**src/rtl/nw_systolic_scorer.sv**
```systemverilog
`default_nettype none
// ============================================================================
// Module      : nw_systolic_scorer
// Description : Linear systolic Needleman-Wunsch global alignment scorer.
//               One PE per query character; subject streams through.
// Revision    : 1.0 - initial release
// ============================================================================
module nw_systolic_scorer #(
    parameter int PE_COUNT = 10,
    parameter int CWIDTH   = 2,
    parameter int SWIDTH   = 16,
    parameter int MATCH    = 1,
    parameter int MISMATCH = -1,
    parameter int INDEL    = -1
) (
    input  logic                              clk,
    input  logic                              rst_n,
    input  logic                              load_valid,
    output logic                              load_ready,
    input  logic [PE_COUNT*CWIDTH-1:0]        query,
    input  logic [$clog2(PE_COUNT+1)-1:0]     query_len,
    input  logic                              s_valid,
    output logic                              s_ready,
    input  logic [CWIDTH-1:0]                 s_char,
    input  logic                              s_last,
    output logic                              score_valid,
    input  logic                              score_ready,
    output logic [SWIDTH-1:0]                 score,
    output logic                              busy
);

    localparam int c_len_w = $clog2(PE_COUNT+1);

    localparam logic [1:0] c_idle   = 2'd0;
    localparam logic [1:0] c_stream = 2'd1;
    localparam logic [1:0] c_drain  = 2'd2;
    localparam logic [1:0] c_result = 2'd3;

    localparam logic signed [SWIDTH-1:0] c_indel    = SWIDTH'(INDEL);
    localparam logic signed [SWIDTH-1:0] c_match    = SWIDTH'(MATCH);
    localparam logic signed [SWIDTH-1:0] c_mismatch = SWIDTH'(MISMATCH);
    localparam logic [c_len_w-1:0]       c_pe_max   = c_len_w'(PE_COUNT);
    localparam logic [c_len_w-1:0]       c_one      = c_len_w'(1);

    logic [1:0]                  r_state;
    logic [PE_COUNT*CWIDTH-1:0]  r_query;
    logic [c_len_w-1:0]          r_qlen;
    logic [c_len_w-1:0]          r_cnt;
    logic signed [SWIDTH-1:0]    r_acc;
    logic signed [SWIDTH-1:0]    r_score;

    logic                        w_load;
    logic                        w_fire;
    logic [c_len_w-1:0]          w_qlen;
    logic signed [SWIDTH-1:0]    w_final;

    logic signed [SWIDTH-1:0]    w_h   [PE_COUNT];
    logic [CWIDTH-1:0]           w_chr [PE_COUNT];
    logic [PE_COUNT-1:0]         w_vld;
    logic                        w_unused;

    assign w_load = load_valid && (r_state == c_idle);
    assign w_fire = s_valid && (r_state == c_stream);
    assign w_qlen = (query_len > c_pe_max) ? c_pe_max : query_len;

    assign load_ready  = (r_state == c_idle);
    assign s_ready     = (r_state == c_stream);
    assign score_valid = (r_state == c_result);
    assign busy        = (r_state != c_idle);
    assign score       = r_score;

    // The tail PE's token has no downstream consumer.
    assign w_unused = ^{w_vld[PE_COUNT-1], w_chr[PE_COUNT-1]};

    always_comb begin
        w_final = r_acc;
        for (int k = 0; k < PE_COUNT; k++) begin
            if (r_qlen == c_len_w'(k + 1)) begin
                w_final = w_h[k];
            end
        end
    end

    always_ff @(posedge clk or negedge rst_n) begin
        if (!rst_n) begin
            r_state <= c_idle;
            r_query <= '0;
            r_qlen  <= '0;
            r_cnt   <= '0;
            r_acc   <= '0;
            r_score <= '0;
        end else begin
            case (r_state)
                c_idle: begin
                    if (w_load) begin
                        r_query <= query;
                        r_qlen  <= w_qlen;
                        r_acc   <= '0;
                        r_state <= c_stream;
                    end
                end
                c_stream: begin
                    if (w_fire) begin
                        r_acc <= r_acc + c_indel;
                        if (s_last) begin
                            r_cnt   <= r_qlen;
                            r_state <= c_drain;
                        end
                    end
                end
                c_drain: begin
                    // The final row settles when at most one PE hop remains.
                    if (r_cnt <= c_one) begin
                        r_score <= w_final;
                        r_state <= c_result;
                    end else begin
                        r_cnt <= r_cnt - c_one;
                    end
                end
                default: begin
                    if (score_ready) begin
                        r_state <= c_idle;
                    end
                end
            endcase
        end
    end

    for (genvar k = 0; k < PE_COUNT; k++) begin : g_pe
        localparam logic signed [SWIDTH-1:0] c_h_init  = SWIDTH'((k + 1) * INDEL);
        localparam logic signed [SWIDTH-1:0] c_up_init = SWIDTH'(k * INDEL);

        logic signed [SWIDTH-1:0] r_h;
        logic signed [SWIDTH-1:0] r_up;
        logic [CWIDTH-1:0]        r_chr;
        logic                     r_vld;

        logic                     w_vld_in;
        logic [CWIDTH-1:0]        w_chr_in;
        logic signed [SWIDTH-1:0] w_up_in;
        logic signed [SWIDTH-1:0] w_diag;
        logic signed [SWIDTH-1:0] w_left;
        logic signed [SWIDTH-1:0] w_upper;
        logic signed [SWIDTH-1:0] w_best;

        if (k == 0) begin : g_head
            assign w_vld_in = w_fire;
            assign w_chr_in = s_char;
            assign w_up_in  = r_acc + c_indel;
        end else begin : g_link
            assign w_vld_in = w_vld[k-1];
            assign w_chr_in = w_chr[k-1];
            assign w_up_in  = w_h[k-1];
        end

        assign w_diag  = r_up + ((r_query[k*CWIDTH +: CWIDTH] == w_chr_in) ? c_match : c_mismatch);
        assign w_left  = r_h + c_indel;
        assign w_upper = w_up_in + c_indel;

        always_comb begin
            w_best = w_diag;
            if (w_left > w_best) begin
                w_best = w_left;
            end
            if (w_upper > w_best) begin
                w_best = w_upper;
            end
        end

        always_ff @(posedge clk or negedge rst_n) begin
            if (!rst_n) begin
                r_h   <= '0;
                r_up  <= '0;
                r_chr <= '0;
                r_vld <= 1'b0;
            end else if (w_load) begin
                r_h   <= c_h_init;
                r_up  <= c_up_init;
                r_vld <= 1'b0;
            end else begin
                r_vld <= w_vld_in;
                if (w_vld_in) begin
                    r_h   <= w_best;
                    r_up  <= w_up_in;
                    r_chr <= w_chr_in;
                end
            end
        end

        assign w_h[k]   = r_h;
        assign w_chr[k] = r_chr;
        assign w_vld[k] = r_vld;
    end

endmodule
`default_nettype wire

```
**config.mk**
```make
export PLATFORM = sky130hd
export DESIGN_NAME = nw_systolic_scorer
export DESIGN_NICKNAME = d
export VERILOG_FILES = /design/src/rtl/nw_systolic_scorer.sv
export SDC_FILE = /design/constraint.sdc
export NUM_CORES = 2
export LEC_CHECK = 0
export ABC_CLOCK_PERIOD_IN_PS = 18100
export CORE_MARGIN = 8
export CORE_UTILIZATION = 60
export CTS_CLUSTER_DIAMETER = 100
export CTS_CLUSTER_SIZE = 14
export DETAILED_ROUTE_END_ITERATION = 10
export GPL_TIMING_DRIVEN = 0
export PLACE_DENSITY_LB_ADDON = 0.3
export SETUP_SLACK_MARGIN = 0.3
export SLEW_MARGIN = 25
export SYNTH_ARGS = -nofsm -noshare
export SYNTH_HDL_FRONTEND = slang
export SYNTH_SLANG_ARGS = --single-unit
```
**constraint.sdc**
```tcl
create_clock -name clk -period 18.1 [get_ports clk]
set_input_delay 1.81 -clock clk [delete_from_list [all_inputs] [get_ports clk]]
set_output_delay 1.81 -clock clk [all_outputs]
set_load 0.05 [all_outputs]
```
==> flow_metrics.env <==
export IMPL_wl_per_cell_um=21.7
export IMPL_synth_commonest_cells="ha_1, nand2_1, dfrtp_1"
export IMPL_via_per_inst=6.41
export IMPL_yosysUniqueCellTypes=88
export IMPL_cts_tree="yes"
export IMPL_track_usage_pct=31.6
export IMPL_clock_fmax_mhz=98.6
export IMPL_ios=52
export IMPL_cp_max_fo=14
export IMPL_path_class="in2reg"
export IMPL_synth_area_leaders="dfrtp_1, ha_1, mux2i_1, nand2_1, a21oi_1"
export IMPL_num_vias=33800
export IMPL_layout_drive_gt1_share_pct=3.36
export IMPL_grt_max_degree=94
export IMPL_chipWidth_um=266
export IMPL_yosysWarnings=0
export IMPL_gr_total_overflow=0
export IMPL_numCtsBuffers=35
export IMPL_fin_hold_ws_ns=0.489
export IMPL_clock_skew_ns=0.0342
export IMPL_insertion_delay_ns=0.59
export IMPL_netlist_area_leader_share_pct=27.4
export IMPL_async_flop_share_pct=100
export IMPL_antenna_found_initial=1
export IMPL_drc=0
export IMPL_ant_nets=0
export IMPL_drtIter0Drc=3768
export IMPL_clkSinkCount=409
export IMPL_portBuffers=51
export IMPL_h_tree_depth=2
export IMPL_grt_pass1_vias=31800
export IMPL_yosysMostFrequentCell="ha_1"
export IMPL_die_area_um2=70500
export IMPL_grt_pass1_wl_mm=179
export IMPL_wl_mm=114
export IMPL_worstPathArrival_ns=10.59
export IMPL_path_clk_slew_ns=0.07
export IMPL_finalSetupViolations=0
export IMPL_fp_coreArea_um2=61600
export IMPL_syn_nets=4839
export IMPL_slew_violations=0
export IMPL_drt_pass1_iterations=6
export IMPL_syn_area_per_cell_um2=8.61
export IMPL_yosys_area_top_type="dfrtp_1"
export IMPL_hold_violations=0
export IMPL_cts_hold_buf=0
export IMPL_synth_flop_cell="dfrtp_1"
export IMPL_ctsResizeCount=0
export IMPL_dp_hpwl_mm=91.2
export IMPL_hold_class="reg2reg"
export IMPL_clk_path_buf_depth=3
export IMPL_seq_area_frac_synth_pct=27.4
export IMPL_final_min_clock_period_ns=10.14
export IMPL_status="complete, no violations"
export IMPL_initial_core_util_pct=60.7
export IMPL_antennaDiodeCount=0
export IMPL_worstPathRequired_ns=18.55
export IMPL_num_rows=91
export IMPL_worst_pin_slew_ns=1.14
export IMPL_rsz0062_at_grt="no"
export IMPL_max_slew_margin_pct=24.0
export IMPL_worst_path_most_repeated_cell="o21a_1"
export IMPL_ys_ff_latch=409
export IMPL_synthToLayoutAreaGrowth_pct=7.06
export IMPL_finalCritPeriodShare_pct=56.0
export IMPL_postCtsSetupBuffers=0
export IMPL_start_kind="primary input"
export IMPL_clock_root_buffer="clkbuf_16"
export IMPL_syn_inst=4339
export IMPL_netlist_area_um2=37400
export IMPL_cap_violations=0
export IMPL_place_gp_congestion=0.984
export IMPL_synth_edf_count=0
export IMPL_critPathCaptureType="flip-flop"
export IMPL_die_y_um=266
export IMPL_cpPeakStageDelay_ns=0.50
export IMPL_cp_slowest_cell="clkdlybuf4s50_1"
export IMPL_fin_nets=4931
cell type report:
cell class,count,area [µm²]
clock inverter,5,65.1
timing repair buffer,55,626
multi-input combinational,3494,25500
clock buffer,35,876
inverter,261,980
fill,5191,21600
buffer,175,689
tap,837,1050
sequential,409,10200
final timing paths:
kind / startpoint / end / slack [ns] / cells past startpoint
max: s_char[1] / g_pe[0].r_h[11] / 7.96 / 34
min: score[7] / score[7] / 0.49 / 2
max reg2reg: g_pe[1].r_chr[1] / g_pe[2].r_h[10] / 8.74 / 38
min reg2reg: score[7] / score[7] / 0.49 / 2
max in group asynchronous: rst_n / g_pe[9].r_h[12] / 15.51 / 3
min in group asynchronous: rst_n / g_pe[4].r_up[13] / 1.22 / 1
critical path: cells and delay by family:
family	cells	cell delay, ns
AO/OA/AOI/OAI	17	3.92
adder cells (fa/ha/maj)	3	0.98
XOR/XNOR	2	0.43
AND/OR/NAND/NOR	7	1.66
buffers and inverters	4	1.35
multiplexers	1	0.42
sequential cells by signal, indices dropped and copies added (netlist names):
signal      count
g_pe.r_chr     18
g_pe.r_h      160
g_pe.r_up     160
g_pe.r_vld      9
r_acc          16
r_cnt           4
r_qlen          4
r_query        20
r_state         2
score          16
metrics by stage:
step,setup TNS (ns),worst slack [ns],instances,utilization [%],cell area [µm²]
after global routing,0,7.36,5271,64.9,40000
after CTS,0,8.13,5271,64.9,40000
after global placement,-1379.28,-3.46,5227,63.2,38900
after floorplan,0,9.26,4339,-,37400
after detailed placement,0,7.53,5231,63.4,39100
final,0,7.96,5271,64.9,40000
layer usage:
layer | track usage, % | wire length, µm | up-vias
met5 | 0 | 0 | -
met4 | 10.0 | 4100 | 0
met3 | 4.78 | 10500 | 233
met2 | 49.2 | 50100 | 1431
met1 | 45.0 | 49700 | 16200
li1 | - | - | 15900
cells by family after synthesis:
| family | after synthesis | share of synthesized area [%] |
|---|---|---|
| DFF | 409 | 27.4 |
| buffers and inverters | 436 | 4.46 |
| AOI/OAI and AO/OA | 1095 | 18.8 |
| muxes | 301 | 8.77 |
| xor gates and xnor gates | 337 | 8.05 |
| adders and majority gates | 480 | 16.2 |
| and+or+nand+nor | 1281 | 16.3 |
layout by cell type (no fill, tap or decap), types with 29 or more instances in the layout:
master | synthesis | layout
xnor2_1 | 166 | 166
inv_1 | 261 | 261
nor2b_1 | 57 | 57
clkbuf_1 | 154 | 153
xor2_1 | 167 | 167
or3_1 | 34 | 34
dfrtp_1 | 409 | 409
nand3_1 | 77 | 77
a21oi_1 | 319 | 319
clkdlybuf4s50_1 | 0 | 50
nand2b_1 | 63 | 63
o211ai_1 | 31 | 31
a211oi_1 | 80 | 80
mux2i_1 | 241 | 241
nor2_1 | 305 | 305
mux2_2 | 42 | 42
o22ai_1 | 85 | 85
o21a_1 | 46 | 46
ha_1 | 458 | 458
nor4_1 | 29 | 29
a21o_1 | 96 | 96
nand4_1 | 71 | 71
nand2_1 | 435 | 435
clkbuf_16 | 0 | 35
nor3_1 | 81 | 81
o21ai_0 | 204 | 204
Power is not shown: default switching activity piles up to over one toggle a cycle in this logic, so the estimate is an artifact.
